==> src/rtl/rf_scoreboard.sv <==
// Register-file scoreboard: per-register in-flight writer counters with ID issue interlock.
// Optional macro RF_SB_WB_BYPASS_EN lets a consumer issue in the retire cycle of its last producer.
module rf_scoreboard #(
  parameter int unsigned CNT_W = 2
) (
  input  logic       clk,
  input  logic       resetn,
  input  logic       id_valid,
  input  logic       id_rs1_en,
  input  logic       id_rs2_en,
  input  logic [4:0] id_rs1,
  input  logic [4:0] id_rs2,
  input  logic       id_gr_we,
  input  logic [4:0] id_dest,
  input  logic       ex_allowin,
  output logic       id_ready_go,
  input  logic       wb_rf_we,
  input  logic [4:0] wb_rf_waddr,
  input  logic       flush,
  output logic       sb_busy,
  output logic       sb_err
);

  logic [CNT_W-1:0] cnt      [1:31];
  logic [CNT_W-1:0] cnt_view [0:31];
  logic             rs1_haz;
  logic             rs2_haz;
  logic             ovf_haz;
  logic             issue;
  logic             retire;
  logic             err_q;

  // Register 0 is presented as a constant zero so lookups need no special case.
  always_comb begin
    cnt_view[0] = '0;
    for (int unsigned i = 1; i < 32; i++) begin
      cnt_view[i] = cnt[i];
    end
  end

  assign retire = wb_rf_we && (wb_rf_waddr != 5'd0) && !flush;

  always_comb begin
    rs1_haz = id_rs1_en && (cnt_view[id_rs1] != '0);
    rs2_haz = id_rs2_en && (cnt_view[id_rs2] != '0);
`ifdef RF_SB_WB_BYPASS_EN
    // Last outstanding writer retiring now: the RF write-before-read bypass supplies the value.
    if (retire && (wb_rf_waddr == id_rs1) && (cnt_view[id_rs1] == CNT_W'(1))) rs1_haz = 1'b0;
    if (retire && (wb_rf_waddr == id_rs2) && (cnt_view[id_rs2] == CNT_W'(1))) rs2_haz = 1'b0;
`endif
    ovf_haz = id_gr_we && (id_dest != 5'd0) && (cnt_view[id_dest] == '1);
  end

  assign id_ready_go = !rs1_haz && !rs2_haz && !ovf_haz;

  assign issue = id_valid && id_ready_go && ex_allowin && id_gr_we &&
                 (id_dest != 5'd0) && !flush;

  always_ff @(posedge clk or negedge resetn) begin
    if (!resetn) begin
      for (int unsigned i = 1; i < 32; i++) begin
        cnt[i] <= '0;
      end
    end else if (flush) begin
      for (int unsigned i = 1; i < 32; i++) begin
        cnt[i] <= '0;
      end
    end else begin
      for (int unsigned i = 1; i < 32; i++) begin
        if (issue && (id_dest == 5'(i)) && !(retire && (wb_rf_waddr == 5'(i)))) begin
          cnt[i] <= cnt[i] + CNT_W'(1);
        end else if (retire && (wb_rf_waddr == 5'(i)) && !(issue && (id_dest == 5'(i)))) begin
          if (cnt[i] != '0) cnt[i] <= cnt[i] - CNT_W'(1);
        end
      end
    end
  end

  always_ff @(posedge clk or negedge resetn) begin
    if (!resetn) begin
      err_q <= 1'b0;
    end else if (retire && (cnt_view[wb_rf_waddr] == '0)) begin
      err_q <= 1'b1;
    end
  end

  assign sb_err = err_q;

  always_comb begin
    sb_busy = 1'b0;
    for (int unsigned i = 1; i < 32; i++) begin
      sb_busy = sb_busy | (cnt[i] != '0);
    end
  end

endmodule

==> config.mk <==
export PLATFORM = sky130hd
export DESIGN_NAME = rf_scoreboard
export DESIGN_NICKNAME = d
export VERILOG_FILES = /design/src/rtl/rf_scoreboard.sv
export SDC_FILE = /design/constraint.sdc
export NUM_CORES = 1
export LEC_CHECK = 0
export BUFFER_PORTS_ARGS = -buffer_cell sky130_fd_sc_hd__buf_2
export CAP_MARGIN = 20
export CORE_MARGIN = 2
export CORE_UTILIZATION = 50
export CTS_BUF_LIST = sky130_fd_sc_hd__clkbuf_8
export CTS_CLUSTER_SIZE = 24
export DETAILED_ROUTE_END_ITERATION = 12
export PLACE_DENSITY = 0.78
export SLEW_MARGIN = 20
export SYNTH_ARGS = -nofsm -noshare
export SYNTH_HDL_FRONTEND = slang
export SYNTH_SLANG_ARGS = --single-unit
==> constraint.sdc <==
create_clock -name clk -period 3.44 [get_ports clk]
set_input_delay 0.688 -clock clk [delete_from_list [all_inputs] [get_ports clk]]
set_output_delay 0.688 -clock clk [all_outputs]
set_load 0.01 [all_outputs]
After elaboration in Yosys (flattened, before gate mapping)
Cells that the tools add are included.

storage, ports and cells
  output and inout port bits = 3
  register bits after elaboration = 63
  logic and storage cells = 634
  input port bits = 29

cells by class
  equal/unequal tests = 63
  multiplexer cells = 106
  bitwise logic cells = 34
  $lt $le $gt $ge = 4
  add/sub/neg operators = 62
  reduce and logical (&&, ||, !) cells = 333

operator list
  operator                                                               number
  2-bit 2-to-1 mux                                                       101
  3-bit nonzero test                                                     62
  5-bit equality test, second input constant                             32
  1-bit logical AND                                                      138
  5-bit by 4-bit equality test with 1-bit output, second input constant  16
  1-bit logical NOT                                                      66
  2-bit nonzero test                                                     33
  2-bit by 1-bit adder with 2-bit output, second input constant          31
  62-bit 2-to-1 mux                                                      1
  2-bit AND reduction                                                    31
  2-bit by 1-bit subtractor with 2-bit output, second input constant     31
  2-bit binary-select mux with 5-bit select                              4
  5-bit by 3-bit equality test with 1-bit output, second input constant  8
  1-bit bitwise OR                                                       30
  6-bit >= comparator, second input constant                             4
  5-bit inverter with 6-bit output                                       4
  5-bit by 2-bit equality test with 1-bit output, second input constant  4
  5-bit by 1-bit equality test with 1-bit output, second input constant  2
  5-bit nonzero test                                                     2
  2-bit equality test, second input constant                             1
  2-bit logical NOT                                                      1

Depth between registers and ports, before layout
Gate-level depths: netlist of run 1.

  depth after elaboration = 31
  gate-level depth with buffers = 14
  gate-level depth less buffers = 9

Worst setup path after synthesis of run 1
No wires, ideal clock.

  path type = input-to-output
  start = in id_rs1[1]
  end = out id_ready_go
  slack = -0.153 ns
  path buffers = 3
  data required time = 2.752 ns
  stages = 10
  arrival time = 2.905 ns
  cell sequence = clkbuf_1 -> inv_1 -> mux4_2 -> o2bb2ai_1 -> o31ai_1 -> o311a_1 -> or2_2 -> clkbuf_1 -> clkbuf_1 -> nor2_1

on the way
  cells in the longest elaborated chain, start to end = 9

ends and longest elaborated chain
  element                                                 RTL line  RTL
  from (decl)                                             11        input logic [4:0] id_rs1,
  5-bit inverter with 6-bit output (implied by the code)  44        rs1_haz = id_rs1_en && (cnt_view[id_rs1] != '0);
  2-bit binary-select mux with 5-bit select               44
  2-bit 2-to-1 mux (implied by the code) (2 in series)    44
  2-bit nonzero test                                      44
  1-bit logical AND                                       44
  1-bit logical NOT                                       54        assign id_ready_go = !rs1_haz && !rs2_haz && !ovf_haz;
  1-bit logical AND (2 in series)                         54
  to (decl)                                               16        output logic id_ready_go,

Every way passes these cells. The select of a mux whose other input is x is not followed.

Final worst setup path of run 1
  start = reg cnt[2] (netlist name)
  end = out id_ready_go

on the way
  cells in the longest elaborated chain, start to end = 8
  elaborated cells on any way between the ends = 20
  classes of those cells = 1 x eq/ne; 9 x mux; 10 x reduce/logical

ends and longest elaborated chain
  element                                                       RTL line  RTL
  from (decl)                                                   24        logic [CNT_W-1:0] cnt [1:31];
  from (signal, indexed assignment)                             71        cnt[i] <= cnt[i] + CNT_W'(1);
  2-bit binary-select mux with 5-bit select (on tied branches)  44, 45
  2-bit 2-to-1 mux (on tied branches) (2 in series)             44, 45
  2-bit nonzero test (on tied branches)                         44, 45
  1-bit logical AND (on tied branches)                          44, 45
  1-bit logical NOT                                             54
  1-bit logical AND                                             54
  1-bit logical AND (*)                                         54

Mark *: on every way between the ends. The rest lies on a longest branch, timed or not. The select of a mux whose other input is x is not followed.

==> results of run 1 <==
-- worst max-delay path by stage --
stage,slack [ns],startpoint,to
4_1_cts,0.02,id_dest[1],cnt[0]$_DFFE_PN0P_
5_1_grt,-0.10,cnt[20]$_DFFE_PN0P_,cnt[45]$_DFFE_PN0P_
3_3_place_gp,-0.32,id_dest[1],cnt[0]$_DFFE_PN0P_
2_1_floorplan,-0.10,id_dest[3],cnt[2]$_DFFE_PN0P_
6_report,0.01,cnt[2]$_DFFE_PN0P_,id_ready_go
3_5_place_dp,-0.46,id_dest[1],cnt[0]$_DFFE_PN0P_
-- repair_timing --
action	4_1_cts	5_1_grt
setup endpoints to repair	1	55
gates resized for setup	1	49
buffers inserted	0	9
pin swaps	0	11
cloned	0	1
-- worst max-delay path: stages (launching register included) --
cell and delay, ns:
dfrtp_1 0.42, nor2_1 0.43, mux4_2 0.34, a31oi_1 0.08, o211a_1 0.14, a211o_1 0.33
or2_2 0.32, nor2_1 0.15, buf_2 0.16
-- cells in the mapped netlist (8+ instances only) --
| master | n | share of area |
|---|---|---|
| nor4_1 | 13 | 0.014 |
| nand3_1 | 28 | 0.024 |
| a211oi_1 | 30 | 0.039 |
| mux4_2 | 21 | 0.082 |
| dfrtp_1 | 63 | 0.27 |
| nor2b_1 | 12 | 0.013 |
| nor4_2 | 13 | 0.028 |
| o31ai_1 | 13 | 0.017 |
| nand4_1 | 9 | 0.0097 |
| o21a_1 | 11 | 0.014 |
| o311a_1 | 12 | 0.021 |
| clkbuf_1 | 36 | 0.023 |
| inv_1 | 11 | 0.0071 |
| nand2_1 | 54 | 0.035 |
| nand2b_1 | 19 | 0.020 |
| nor3_1 | 41 | 0.035 |
| nor2_1 | 83 | 0.054 |
| a21oi_1 | 44 | 0.038 |
| a31oi_1 | 12 | 0.013 |
| o21ai_0 | 29 | 0.025 |
| a221oi_1 | 8 | 0.012 |
-- layout make-up --
cell class                 instances  area (µm²)  share of cell area
sequential                        63        1580               0.224
multi-input combinational        576        4200               0.598
inverter                          11        41.3             0.00587
tap                              143         179              0.0255
clock buffer                      11         151              0.0215
clock inverter                     3        12.5             0.00178
timing repair buffer             111         867               0.123
-- stage by stage --
stage	hold slack, ns	instances	utilization	setup TNS [ns]
floorplan	0.392	701	-	-1.63
global placement	0.488	894	0.574	-8.09
detailed placement	0.491	894	0.574	-13.68
CTS	0.506	908	0.589	0
global route	0.538	918	0.618	-0.900
finish	0.498	918	0.618	0
-- logic make-up (layout without fill, tap and decap cells) --
group,after synthesis,in the layout,share of synthesized area
and+or+nand+nor,318,318,0.299
AOI/OAI and AO/OA,217,217,0.264
DFF,63,63,0.272
buffers and inverters,62,136,0.0507
muxes,29,29,0.0964
xor gates and xnor gates,12,12,0.0181
-- metal layers --
metal | part of all wire | up-vias | track usage
met5 | 0 | - | 0
met4 | 0.044 | 0 | 0.156
met3 | 0.096 | 86 | 0.0719
met2 | 0.46 | 401 | 0.522
met1 | 0.40 | 3083 | 0.456
li1 | - | 2863 | -
-- power by group --
part           switching, mW  total [mW]  internal, mW
Sequential          0.000887       0.742         0.741
Combinational          0.212       0.326         0.114
Clock                  0.305       0.592         0.287
Total                  0.519        1.66          1.14
-- state kept, by name, indices dropped and copies added (netlist names) --
register,cells
cnt,62
sb_err,1
==> metrics, run 1 <==
post-place setup slack -0.464 ns; clock insertion delay at the later pin of the skew report between 0.3 and 0.4 ns; initial antenna violation count 0; area of placed instances 0.00653 mm²; Post-Layout Inst Area around 0.007 mm²; overall power approximately 1.7 mW; RSZ-0062 raised after global routing true; Residual DRC 0; hold crit path type reg2reg; First DRT Iteration DRCs 843; Synth Area per Inst 8.28 µm²; # port buffers 31; f_max 292 MHz; Async S/R FF share, synth 1.00; post-detailed-route count of antenna-violating nets 0; Vias 6433; Top FF cell, synth dfrtp_1; hold_buf cts 0; CTS root buf clkbuf_8; most common cell after layout, fill and taps aside nor2_1; GPL Wtd Cong 0.978; worst setup margin 0.0143 ns; CTS clk-pin slew, worst paths 0.07 ns; r2r startpoint cnt[20]$_DFFE_PN0P_; Final Slew Violations 0; NumNets Final 801; Hold Vio Cnt, Final 0; hold path depth 2; most frequent cells in the layout nor2_1 (76), buf_4 (72), dfrtp_1 (62); syn_nets 730; vias in the first global route 6219; PwrDens around 240 mW/mm²; CTS Buffer Depth 2; Detailed Place HPWL ~16 mm; final worst path period share 0.996; First-pass DRT Iterations 6; area of the core around 0.011 mm²; Die Ht 112 µm; FF-to-FF End cnt[45]$_DFFE_PN0P_; largest net degree at the start of global routing 64; layout cells sized above 1 0.275; first-pass GRT wire length 33.0 mm; max cap viols 0; critical path endpoint category output port; GRT overflow 0; CTS buffer count 9; Die ar. 0.0125 mm²; detailed-route wire length 21.3 mm; CTS tree yes; cells after synthesis 701; Post-Syn Area 0.00580 mm²; Vias/cell 7.01; register bit count reported by yosys 63; Layout Area Growth over Synthesis 21.2%; Wirelength per Cell 23.2 µm; ant diodes 0; worst-path maximum fanout 5; Lkg Pwr around 2.7 nW; CTS Sinks 63; GRT Total Usage 0.338; Hold Startpoint sb_err$_DFFE_PN0P_; min Tclk post-route around 3.4 ns; die width 112 µm; status complete, no violations; arrival time at the worst endpoint ~2.7 ns; number of synthesized flops with an enable pin 0; # IOs 32; startpoint types flip-flop; Hold EP sb_err$_DFFE_PN0P_; Tightest Pin Transition roughly 0.87 ns; final setup fails 0; Worst Path Required 2.75 ns; Worst R2R Path Depth 12; crit path kind reg2out; Peak VDD IR 0.000159 V; Unique masters post-synth 66; Ys Warns 0; # rows 39; worst rel slew slack 0.417; depth of the CTS H-tree 3; initial core utilization 0.510; Clock Skews 0.0141 ns; sequential area share after synthesis 0.272; Fill cells between 900 and 1000; Worst R2R Setup Slack 0.09 ns
Power figures use the tool's default switching activity.
==> run 2, diff against run 1 <==
--- a/config.mk
+++ b/config.mk
@@ -5,6 +5,7 @@
 export SDC_FILE = /design/constraint.sdc
 export NUM_CORES = 1
 export LEC_CHECK = 0
+export ABC_AREA = 1
 export BUFFER_PORTS_ARGS = -buffer_cell sky130_fd_sc_hd__buf_2
 export CAP_MARGIN = 20
 export CORE_MARGIN = 2
==> metrics, run 2 <==
FF/Latch Area 0.00158 mm² (about the same); die width 119 µm (was 112 µm); Yosys top cell by area dfrtp_1 (unchanged); most common cell after layout, fill and taps aside nand2_1 (was nor2_1); max cap viols 0 (unchanged); Detailed Place HPWL 17.6 mm (was 15.6 mm); Vias 7880 (was 6433); CTS buffer count 9 (unchanged); Lkg Pwr 3.43 nW (was 2.66 nW); Vias/cell 5.73 (was 7.01); arrival time at the worst endpoint 2.64 ns (was 2.74 ns); GRT overflow 0 (unchanged); slowest CP cell dfrtp_1 (was nor2_1); CTS root buf clkbuf_8 (unchanged); setup TNS 0 ns (unchanged); Hold Vio Cnt, Final 0 (unchanged); largest family of logic cells by synthesized area simple AND/OR/NAND/NOR gates (unchanged); Unique masters post-synth 36 (was 66); PwrDens 340 mW/mm² (was 236 mW/mm²); Wirelength per Cell 16.8 µm (was 23.2 µm); worst-path maximum fanout 6 (was 5); Final Slew Violations 0 (unchanged); top-count cell post-synth nand2_1 (was nor2_1); Die ar. 0.0141 mm² (was 0.0125 mm²); CTS clk-pin slew, worst paths 0.08 ns (was 0.07 ns); Worst R2R Path Depth 15 (was 12); Async S/R FF share, synth 1.00 (unchanged); post-place setup slack 0.271 ns (was -0.464 ns); Residual DRC 0 (unchanged); area of the core 0.0128 mm² (was 0.0114 mm²); Layout Area Growth over Synthesis 7.78% (was 21.2%); First-pass DRT Iterations 6 (unchanged); syn_nets 1208 (was 730); max reg flops 62 (unchanged); Worst R2R Setup Slack 0.63 ns (was 0.09 ns); GRT Total Usage 0.335 (was 0.338); Die Ht 119 µm (was 112 µm); worst rel slew slack 0.429 (was 0.417); final hold slack 0.362 ns (was 0.498 ns); area of placed instances 0.00689 mm² (was 0.00653 mm²); worst setup margin 0.116 ns (was 0.0143 ns); Crit path depth 9 (was 8); status complete, no violations (unchanged); synth cell count leaders nand2_1 (353), nor2_1 (223), inv_1 (151) (was nor2_1 (83), dfrtp_1 (63), nand2_1 (54)); Top FF cell, synth dfrtp_1 (unchanged); most frequent cells in the layout nand2_1 (353), nor2_1 (222), inv_1 (150) (was nor2_1 (76), buf_4 (72), dfrtp_1 (62)); final worst path period share 0.966 (was 0.996); startpoint types flip-flop (unchanged); initial core utilization 0.517 (was 0.510); number of synthesized flops with an enable pin 0 (unchanged); r2r startpoint cnt[4]$_DFFE_PN0P_ (was cnt[20]$_DFFE_PN0P_); Post-Syn Area 0.00661 mm² (was 0.00580 mm²); post-detailed-route count of antenna-violating nets 0 (unchanged); CP peak stage delay 0.46 ns (was 0.43 ns); ant diodes 0 (unchanged); # IOs 32 (unchanged); NumNets Final 1228 (was 801); critical path endpoint category output port (unchanged); Tightest Pin Transition 0.857 ns (was 0.875 ns); depth of the CTS H-tree 3 (unchanged); register bit count reported by yosys 63 (unchanged); Post-Synth Adder-Cell Area 0 (unchanged); First DRT Iteration DRCs 925 (was 843); final setup fails 0 (unchanged); CTS Buffer Depth 2 (unchanged); clock insertion delay at the later pin of the skew report 0.39 ns (was 0.38 ns); WP buf/inv 2 (was 1); # port buffers 31 (unchanged); FF-to-FF End cnt[36]$_DFFE_PN0P_ (was cnt[45]$_DFFE_PN0P_); GPL Wtd Cong 1.09 (was 0.978); vias in the first global route 7063 (was 6219); Synth area leaders dfrtp_1 (24%), nand2_1 (20%), nor2_1 (13%) (was dfrtp_1 (27%), mux4_2 (8.2%), nor2_1 (5.4%)); Synth Area in Compound Gates 0.0672 (was 0.264); CP top delay family simple AND/OR/NAND/NOR gates (unchanged); first-pass GRT wire length 37.2 mm (was 33.0 mm); crit-path cells inv_1 -> nand2_1 -> nor3_1 -> nand4_1 -> nor4_2 -> nand4_1 -> nor4_1 -> nand4_1 -> buf_2 (was nor2_1 -> mux4_2 -> a31oi_1 -> o211a_1 -> a211o_1 -> or2_2 -> nor2_1 -> buf_2); Worst Path Required 2.75 ns (about the same); Synth Area per Inst 5.60 µm² (was 8.28 µm²); area share of xor/xnor cells in the synthesized design 0.00133 (was 0.0181); mux share of post-synthesis cell area 0 (was 0.0964); Clock Skews 0.00933 ns (was 0.0141 ns); crit path kind reg2out (unchanged); largest net degree at the start of global routing 77 (was 64); initial antenna violation count 0 (unchanged); top cell type's share of synthesized area 0.239 (was 0.272); Setup Fix Bufs, Post-CTS 0 (unchanged); detailed-route wire length 23.1 mm (was 21.3 mm); layout cells sized above 1 0.111 (was 0.275); min Tclk post-route 3.32 ns (was 3.43 ns); # rows 41 (was 39); Ys Warns 0 (unchanged); Post-Layout Inst Area 0.00712 mm² (was 0.00703 mm²); CP most frequent cell nand4_1 (was nor2_1); Fill cells 1327 (was 986); sequential area share after synthesis 0.239 (was 0.272); Multi-input gate area 0.00420 mm² (about the same); cells after synthesis 1179 (was 701); f_max 301 MHz (was 292 MHz); CTS tree yes (unchanged); RSZ-0062 raised after global routing false (was true); CTS Sinks 63 (unchanged); Simple-Gate Fraction of Synth Area 0.566 (was 0.299); Largest Register cnt (unchanged); hold crit path type in2async (was reg2reg); Peak VDD IR 0.000207 V (was 0.000159 V)
-- run 2: cell count changes after synthesis, sizes merged, moves of 19 or more --
cell / previous run / this run
nand3: 28 / 142
nor2: 83 / 238
mux4: 21 / 0
nand2b: 19 / 0
nand4: 9 / 57
a21oi: 44 / 16
nor4: 28 / 5
inv: 11 / 167
nor3: 43 / 12
nand2: 54 / 371
a211oi: 30 / 0
clkbuf: 36 / 10
-- run 2: logic make-up after synthesis --
| logic type | after synthesis |
|---|---|
| compound gates | 79 |
| simple gates | 834 |
| xor+xnor | 1 |
| flops | 63 |
| buf+inv | 202 |
-- run 2: power by group --
| group | internal, mW | switching, mW |
|---|---|---|
| Sequential | 0.806 | 0.0868 |
| Clock | 0.408 | 0.363 |
| Combinational | 0.217 | 0.540 |
-- run 2: how the worst max path moves through the flow --
stage | startpoint | to | slack (ns)
after detailed placement | id_dest[0] | id_ready_go | 0.27
after floorplan | id_dest[0] | id_ready_go | 0.87
after global placement | id_dest[0] | id_ready_go | 0.29
after CTS | cnt[4]$_DFFE_PN0P_ | id_ready_go | 0.09
after global routing | id_dest[0] | id_ready_go | 0.02
final | cnt[56]$_DFFE_PN0P_ | sb_busy | 0.12
-- run 2: stage by stage --
stage          power [mW]  utilization  cells
5_1_grt              2.55        0.557   1376
6_report             2.42        0.557   1376
3_5_place_dp         1.64        0.540   1360
3_3_place_gp         1.63        0.540   1360
4_1_cts              2.40        0.557   1376
2_1_floorplan        1.39            -   1179
-- run 2: what timing repair did --
action	in CTS	in global routing
endpoints found under the setup margin	0	2
resized for setup	0	2
hold buffers	0	0
-- run 2: cell type report --
type / instances / area share
flip-flops and latches: 63 / 0.221
well taps: 172 / 0.0302
clock buffers: 9 / 0.0174
multi-input cells: 914 / 0.590
clock inverters: 7 / 0.0135
inverters: 167 / 0.0887
repair buffers: 44 / 0.0390
-- run 2: per-layer routing --
metal  share of wire  track usage
met1            0.41        0.440
met2            0.44        0.520
met5               0            0
met4           0.054        0.177
met3           0.093       0.0637
